`config.mk`:
```
export PLATFORM = sky130hd
export DESIGN_NAME = countdown_timer
export DESIGN_NICKNAME = d
export VERILOG_FILES = /design/src/rtl/countdown_timer.sv
export SDC_FILE = /design/constraint.sdc
export NUM_CORES = 1
export LEC_CHECK = 0
export CORE_UTILIZATION = 55
export CTS_CLUSTER_DIAMETER = 40
export DETAILED_ROUTE_END_ITERATION = 16
export PLACE_DENSITY = 0.88
export SYNTH_ARGS = -nofsm -noshare
export SYNTH_HDL_FRONTEND = slang
export SYNTH_SLANG_ARGS = --single-unit
```
`constraint.sdc`:
```
create_clock -name mclk -period 2.2 [get_ports mclk]
set_input_delay 0.66 -clock mclk [delete_from_list [all_inputs] [get_ports mclk]]
set_output_delay 0.66 -clock mclk [all_outputs]
set_load 0.05 [all_outputs]
```
`src/rtl/countdown_timer.sv`:
```
// MM:SS countdown timer fed by the 1 Hz sec_tick; preset, start/pause/clear, alarm with auto-timeout.
// Optional build macro ALARM_BLINK_EN: alarm toggles on each sec_tick while in ALARM instead of holding steady.
module countdown_timer #(
  parameter int unsigned MAX_MIN    = 99,
  parameter int unsigned ALARM_SECS = 10
) (
  input  logic       mclk,
  input  logic       rst_n,
  input  logic       sec_tick,
  input  logic       btn_start,
  input  logic       btn_clear,
  input  logic       btn_min_inc,
  input  logic       btn_sec_inc,
  output logic [6:0] r_min,
  output logic [5:0] r_sec,
  output logic       run,
  output logic       alarm,
  output logic       done
);

  localparam int unsigned MIN_W = 7;
  localparam int unsigned SEC_W = 6;
  localparam int unsigned CNT_W = 8;

  localparam logic [MIN_W-1:0] MIN_TOP = MIN_W'(MAX_MIN);
  localparam logic [SEC_W-1:0] SEC_TOP = SEC_W'(59);
  localparam logic [CNT_W-1:0] CNT_TOP = CNT_W'(ALARM_SECS);

  typedef enum logic [1:0] {
    S_IDLE  = 2'd0,
    S_RUN   = 2'd1,
    S_PAUSE = 2'd2,
    S_ALARM = 2'd3
  } state_t;

  state_t             state_q, state_d;
  logic [CNT_W-1:0]   cnt_q, cnt_d;
  logic [MIN_W-1:0]   min_d;
  logic [SEC_W-1:0]   sec_d;
  logic               run_d, alarm_d, done_d;

  logic               nonzero_c;
  logic               last_sec_c;
  logic [CNT_W-1:0]   cnt_inc_c;

  assign nonzero_c  = (r_min != '0) || (r_sec != '0);
  assign last_sec_c = (r_min == '0) && (r_sec == SEC_W'(1));
  assign cnt_inc_c  = cnt_q + CNT_W'(1);

  // State and registered outputs
  always_ff @(posedge mclk or negedge rst_n) begin
    if (!rst_n) begin
      state_q <= S_IDLE;
      cnt_q   <= '0;
      r_min   <= '0;
      r_sec   <= '0;
      run     <= 1'b0;
      alarm   <= 1'b0;
      done    <= 1'b0;
    end else begin
      state_q <= state_d;
      cnt_q   <= cnt_d;
      r_min   <= min_d;
      r_sec   <= sec_d;
      run     <= run_d;
      alarm   <= alarm_d;
      done    <= done_d;
    end
  end

  // Next state; clear beats everything, an expiring tick beats a pause request
  always_comb begin
    state_d = state_q;
    case (state_q)
      S_IDLE: begin
        if (!btn_clear && btn_start && nonzero_c) state_d = S_RUN;
      end
      S_RUN: begin
        if (btn_clear)                     state_d = S_IDLE;
        else if (sec_tick && last_sec_c)   state_d = S_ALARM;
        else if (btn_start)                state_d = S_PAUSE;
      end
      S_PAUSE: begin
        if (btn_clear)      state_d = S_IDLE;
        else if (btn_start) state_d = S_RUN;
      end
      S_ALARM: begin
        if (btn_clear || btn_start)                  state_d = S_IDLE;
        else if (sec_tick && (cnt_inc_c == CNT_TOP)) state_d = S_IDLE;
      end
      default: state_d = S_IDLE;
    endcase
  end

  // Next values of the time registers and status outputs
  always_comb begin
    min_d   = r_min;
    sec_d   = r_sec;
    cnt_d   = cnt_q;
    run_d   = (state_d == S_RUN);
    alarm_d = 1'b0;
    done_d  = 1'b0;

    case (state_q)
      S_IDLE: begin
        if (btn_clear) begin
          min_d = '0;
          sec_d = '0;
        end else if (state_d != S_RUN) begin
          if (btn_min_inc) min_d = (r_min == MIN_TOP) ? '0 : r_min + MIN_W'(1);
          if (btn_sec_inc) sec_d = (r_sec == SEC_TOP) ? '0 : r_sec + SEC_W'(1);
        end
      end
      S_RUN: begin
        if (btn_clear) begin
          min_d = '0;
          sec_d = '0;
        end else if (sec_tick) begin
          if (r_sec != '0) begin
            sec_d = r_sec - SEC_W'(1);
          end else begin
            min_d = r_min - MIN_W'(1);
            sec_d = SEC_TOP;
          end
        end
      end
      S_PAUSE: begin
        if (btn_clear) begin
          min_d = '0;
          sec_d = '0;
        end
      end
      S_ALARM: begin
        min_d = '0;
        sec_d = '0;
        if (sec_tick) cnt_d = cnt_inc_c;
      end
      default: begin
        min_d = '0;
        sec_d = '0;
      end
    endcase

    if (state_d != S_ALARM) begin
      cnt_d = '0;
    end else if (state_q != S_ALARM) begin
      cnt_d   = '0;
      alarm_d = 1'b1;
      done_d  = 1'b1;
    end else begin
`ifdef ALARM_BLINK_EN
      alarm_d = sec_tick ? ~alarm : alarm;
`else
      alarm_d = 1'b1;
`endif
    end
  end

endmodule

```
# Yosys cells after proc, flatten, opt, wreduce, memory -nomap -nowiden

Index checks and enable logic that the tools add are counted.

Output and inout port bits: 16
Memories: 0
Logic and storage cells: 80
ROM bits: 0
Register bits: 26
RAM bits: 0
Bits in latches: 0

Magnitude comparators: 0
Eq/ne operators: 17
Multiplexer cells: 34
Multiply operators: 0
Shift operators: 0
Reduce and logical (&&, ||, !) cells: 17
Divide/modulo/power cells: 0
Bitwise gates (word level): 0
$add $sub $neg: 5

Operator list:

| operator            | number |
|---|---|
| $mux 7              | 8 |
| $mux 6              | 8 |
| $mux 8              | 4 |
| $pmux 7 s4          | 1 |
| $pmux 6 s4          | 1 |
| $mux 2              | 8 |
| $ne 3x3->1 const B  | 5 |
| $add 8x1->8 const B | 1 |
| $eq 8x4->1 const B  | 1 |
| $pmux 2 s4          | 1 |
| $add 7x1->7 const B | 1 |
| $eq 7x7->1 const B  | 1 |
| $logic_not 7->1     | 1 |
| $reduce_bool 7->1   | 1 |
| $sub 7x1->7 const B | 1 |
| $add 6x1->6 const B | 1 |
| $eq 6x1->1 const B  | 1 |
| $eq 6x6->1 const B  | 1 |
| $ne 2x2->1 const B  | 3 |
| $reduce_bool 3->1   | 2 |
| $reduce_bool 6->1   | 1 |
| $sub 6x1->6 const B | 1 |
| $logic_and 1x1->1   | 5 |
| $reduce_and 5->1    | 1 |
| 9 further kinds     | 14 |

# Longest topological paths before layout

Word-level depth: 10
Gate-level depth with buffers: 8
Gate-level depth less buffers: 7

# Worst setup path after synthesis

Ideal clock, no wire load.

Kind: register -> register
Start: reg r_sec[2]
End: reg r_min[6]
Setup slack: 0.177 ns
Path buffers: 2
Setup time: 0.121 ns
Arrival: 1.902 ns
Required time: 2.079 ns
Cell stages (with the launch flop): 8
Path through: dfrtp_1 buf_4 nor4_4 nand2_2 a221oi_2 buf_6 o21ai_2 a22o_1

Word-level cells in the longest chain between the ends: 9
Elaborated cells between the ends (all ways): 14
Those cells by class: 4 x eq/ne; 4 x mux; 6 x reduce/logical

RTL lines:

| element                               | line | source |
|---|---|---|
| start: declaration                    | 15   | `output logic [5:0] r_sec,` |
| start signal: assignment              | 56   | `r_sec <= '0;` |
| start signal: assignment              | 64   | `r_sec <= sec_d;` |
| $eq 6x1->1                            | 47   | `assign last_sec_c = (r_min == '0) && (r_sec == SEC_W'(1));` |
| $logic_and 1x1->1                     | 47   |  |
| $logic_and 1x1->1                     | 80   | `else if (sec_tick && last_sec_c) state_d = S_ALARM;` |
| $mux 2                                | 80   |  |
| $mux 2                                | 79   | `if (btn_clear) state_d = S_IDLE;` |
| $pmux 2 s4                            | 74   | `case (state_q)` |
| $ne 2x1->1                            | 109  | `end else if (state_d != S_RUN) begin` |
| $ne 3x3->1 (no source line)           | n/a  |  |
| $reduce_and 5->1 (no source line) (*) | n/a  |  |
| end signal: assignment                | 63   | `r_min <= min_d;` |
| end: declaration                      | 14   | `output logic [6:0] r_min,` |

Mark *: on every way between the ends. The rest lies on a longest branch, timed or not.
A chain may end at the register's enable or synchronous reset.

# Worst setup path after layout

Start: reg done
End: out done

RTL lines:

| element                  | line | source |
|---|---|---|
| start: declaration       | 18   | `output logic done` |
| start signal: assignment | 67   | `done <= done_d;` |

No word-level cell between the ends.

==> flow_summary.ini <==
[run_status]
status = completed

[synth]
synth-async-reset-ratio_pct = 100
syn_nets = 240
synthTopCellsByArea = dfrtp_1 33%, ha_1 5.1%, xor2_1 4.4%
yosysUniqueCellTypes = 56
ys.flop_type = dfrtp_1
synth-edff-count = 0
synth_area_per_cell_um2 = 8.78
synth_top_area_cell = dfrtp_1
netlist_area_mm2 = 0.00197
ys_seq_area_share_pct = 33.0
yosys_warnings = 0
syn-instance-count = 225
synth_top_area_share_pct = 33.0
synth-seq-cells = 26

[timing]
period_share_pct = 97.8
rsz0062_at_grt = false
setup_viol = 0
fmaxAchievable_mhz = 465
fin_crit_ns = 2.15
skew_ns = 0.00590
tns_ns = 0
maxSlewHeadroom_pct = 66.5
hold_viol_final = 0
slew_violations = 0
worst_slew_pin_slew_ns = 0.501

[global_route]
track_usage_pct = 26.8
grt-ovfl-total = 0
antenna_found_initial = 0
grt_pass1_wl_mm = 7.65
grt_max_degree = 27
grt_pass1_vias = 1759

[critical_path]
cp_max_fo = 1
required_ns = 1.54
r2r_cells = 7
rrSetupSlack_ns = 0.18
crit_path_top_delay_cell = clkdlybuf4s50_1
crit_path_cell_trace = clkdlybuf4s50_1
end_kind = output port
timing.rr.end = r_sec[3]
cpLargestDelayFamily = buffers and inverters
worst-endpoint-arrival_ns = 1.49
slowest_delay_ns = 0.80
critPathKind = reg -> out
r2r_start = r_sec[1]
start_kind = flop
crit_buf_inv = 1

[die]
core_mm2 = 0.00339
die_w_um = 61.9
ios = 23
start_util_pct = 58.3
fp-row-count = 21
die_height_um = 61.9
dieArea_mm2 = 0.00383

[place]
dp.cells = 307
place.detailed.hpwl_mm = 3.56
placedInstanceArea_mm2 = 0.00235
gp_congestion = 0.910
port_buffers = 22

[power_and_ir_drop]
ir_worst_vdd_uv = 860
p_leak_nw = 1.08
power-per-cell-area_mw_per_mm2 = 1280
p_total_mw = 3.07

[clock_tree]
cts_tree = done
cts-root-buf = clkbuf_4
insertion_delay_ns = 0.34
clk_path_buf_depth = 2
cts_buffers = 3
clock_sinks = 26
htree_levels = 1
clk_pin_slew_ns = 0.16

[routing]
finalWirelength_mm = 4.78
post-route-drc-count = 0
drtIter0Drc = 137
wl_per_cell_um = 15.4
via_count = 1884
detail-route-antenna-nets = 0
drt_pass1_iterations = 5
vias_per_cell = 6.06

[worst_hold_path]
whs_endpoint = cnt_q[7]
hold_depth = 2
hold_class = reg -> reg
hp-start = cnt_q[7]

[finish]
stdcell_count = 311
post_route_cells_drive_above_1_share_pct = 22.6
design_area_mm2 = 0.00241
antenna_cells = 0
nets = 281
syn_to_final_growth_pct = 22.1

[run]
maxCapViolCount = 0
stage by stage:
step           utilization (%)  setup slack, ns  hold WS [ns]
5_1_grt                   71.1          0.00810         0.649
2_1_floorplan                -            0.177         0.364
6_report                  71.1           0.0491         0.599
4_1_cts                   71.0           0.0513         0.598
3_5_place_dp              69.5           -0.231         0.563
3_3_place_gp              69.5           -0.106         0.551
metal layers:
metal	GRT usage, %	routed length, um	vias to the layer above
met1	36.3	2200	906
li1	-	-	914
met2	43.9	2310	58
met4	10.5	59	0
met5	0	0	-
met3	2.90	203	6
timing repair:
action / in CTS / in global routing
hold endpoints to repair: 0 / 0
hold buffers: 0 / 0
setup buffers: 0 / 0
setup endpoints to repair: 0 / 1
resized for setup: 0 / 1
synth_stat cells, drive strengths merged (2+ instances only):
cell type	instances
a21boi	2
a21oi	14
a22o	5
a31o	2
a31oi	3
a32o	3
a32oi	2
and2	3
and3	4
buf	10
clkbuf	3
dfrtp	26
ha	8
inv	10
mux2	2
mux2i	2
nand2	18
nand3	9
nand4	8
nor2	16
nor2b	4
nor3	14
nor4	4
nor4b	2
o2111ai	2
o21ai	13
o22ai	3
o2bb2ai	2
o32ai	2
or2	3
or3	2
xnor2	2
xor2	10
where the power goes:
| part | switching [mW] | internal (mW) | total, mW |
|---|---|---|---|
| sequential | 0.169 | 0.589 | 0.758 |
| combinational | 1.19 | 0.783 | 1.97 |
| clock | 0.161 | 0.184 | 0.345 |
| total | 1.52 | 1.56 | 3.07 |
sequential cells by signal, indices dropped and copies added, names as in the netlist:
signal and cells:
alarm 1, cnt_q 8, done 1, r_min 7
r_sec 6, run 1, state_q 2
layout by cell type, fill, tap and decap left out, drive strengths merged, types with 3 or more instances in the layout:
cell type	Yosys	layout
nand2	18	18
clkdlybuf4s50	0	8
buf	10	40
nor4	4	4
clkbuf	3	3
a22o	5	5
a32o	3	3
nor3	14	14
a21oi	14	14
inv	10	10
and2	3	3
nor2	16	16
xor2	10	10
nand4	8	8
nand3	9	9
dfrtp	26	26
or2	3	3
nor2b	4	4
o22ai	3	3
a31oi	3	3
and3	4	4
o21ai	13	13
ha	8	8
worst max-delay path by stage:
| stage | from | endpoint | slack, ns | cells past startpoint |
|---|---|---|---|---|
| floorplan | r_sec[2] | r_min[6] | 0.18 | 7 |
| global placement | btn_min_inc | r_min[6] | -0.11 | 7 |
| detailed placement | btn_clear | r_min[3] | -0.23 | 6 |
| CTS | done | done | 0.05 | 1 |
| global route | alarm | alarm | 0.008 | 1 |
| finish | done | done | 0.05 | 1 |
area by class of cell:
class                   instances  area, um2
inverters                      10       37.5
flip-flops and latches         26        651
repair buffers                 49        405
clock buffers                   3       22.5
fillers                       265        980
multi-input cells             176       1210
well taps                      46       57.6
clock inverters                 1       30.0
logic make-up after synthesis:
group	count (synthesis)	synth area share, %
buf+inv	23	5.96
fa+ha+maj	8	5.07
mux	4	2.15
compound gates	62	22.4
xor+xnor	12	5.32
simple gates	90	26.2
flops	26	33.0
(Power assumes the default switching activity.)
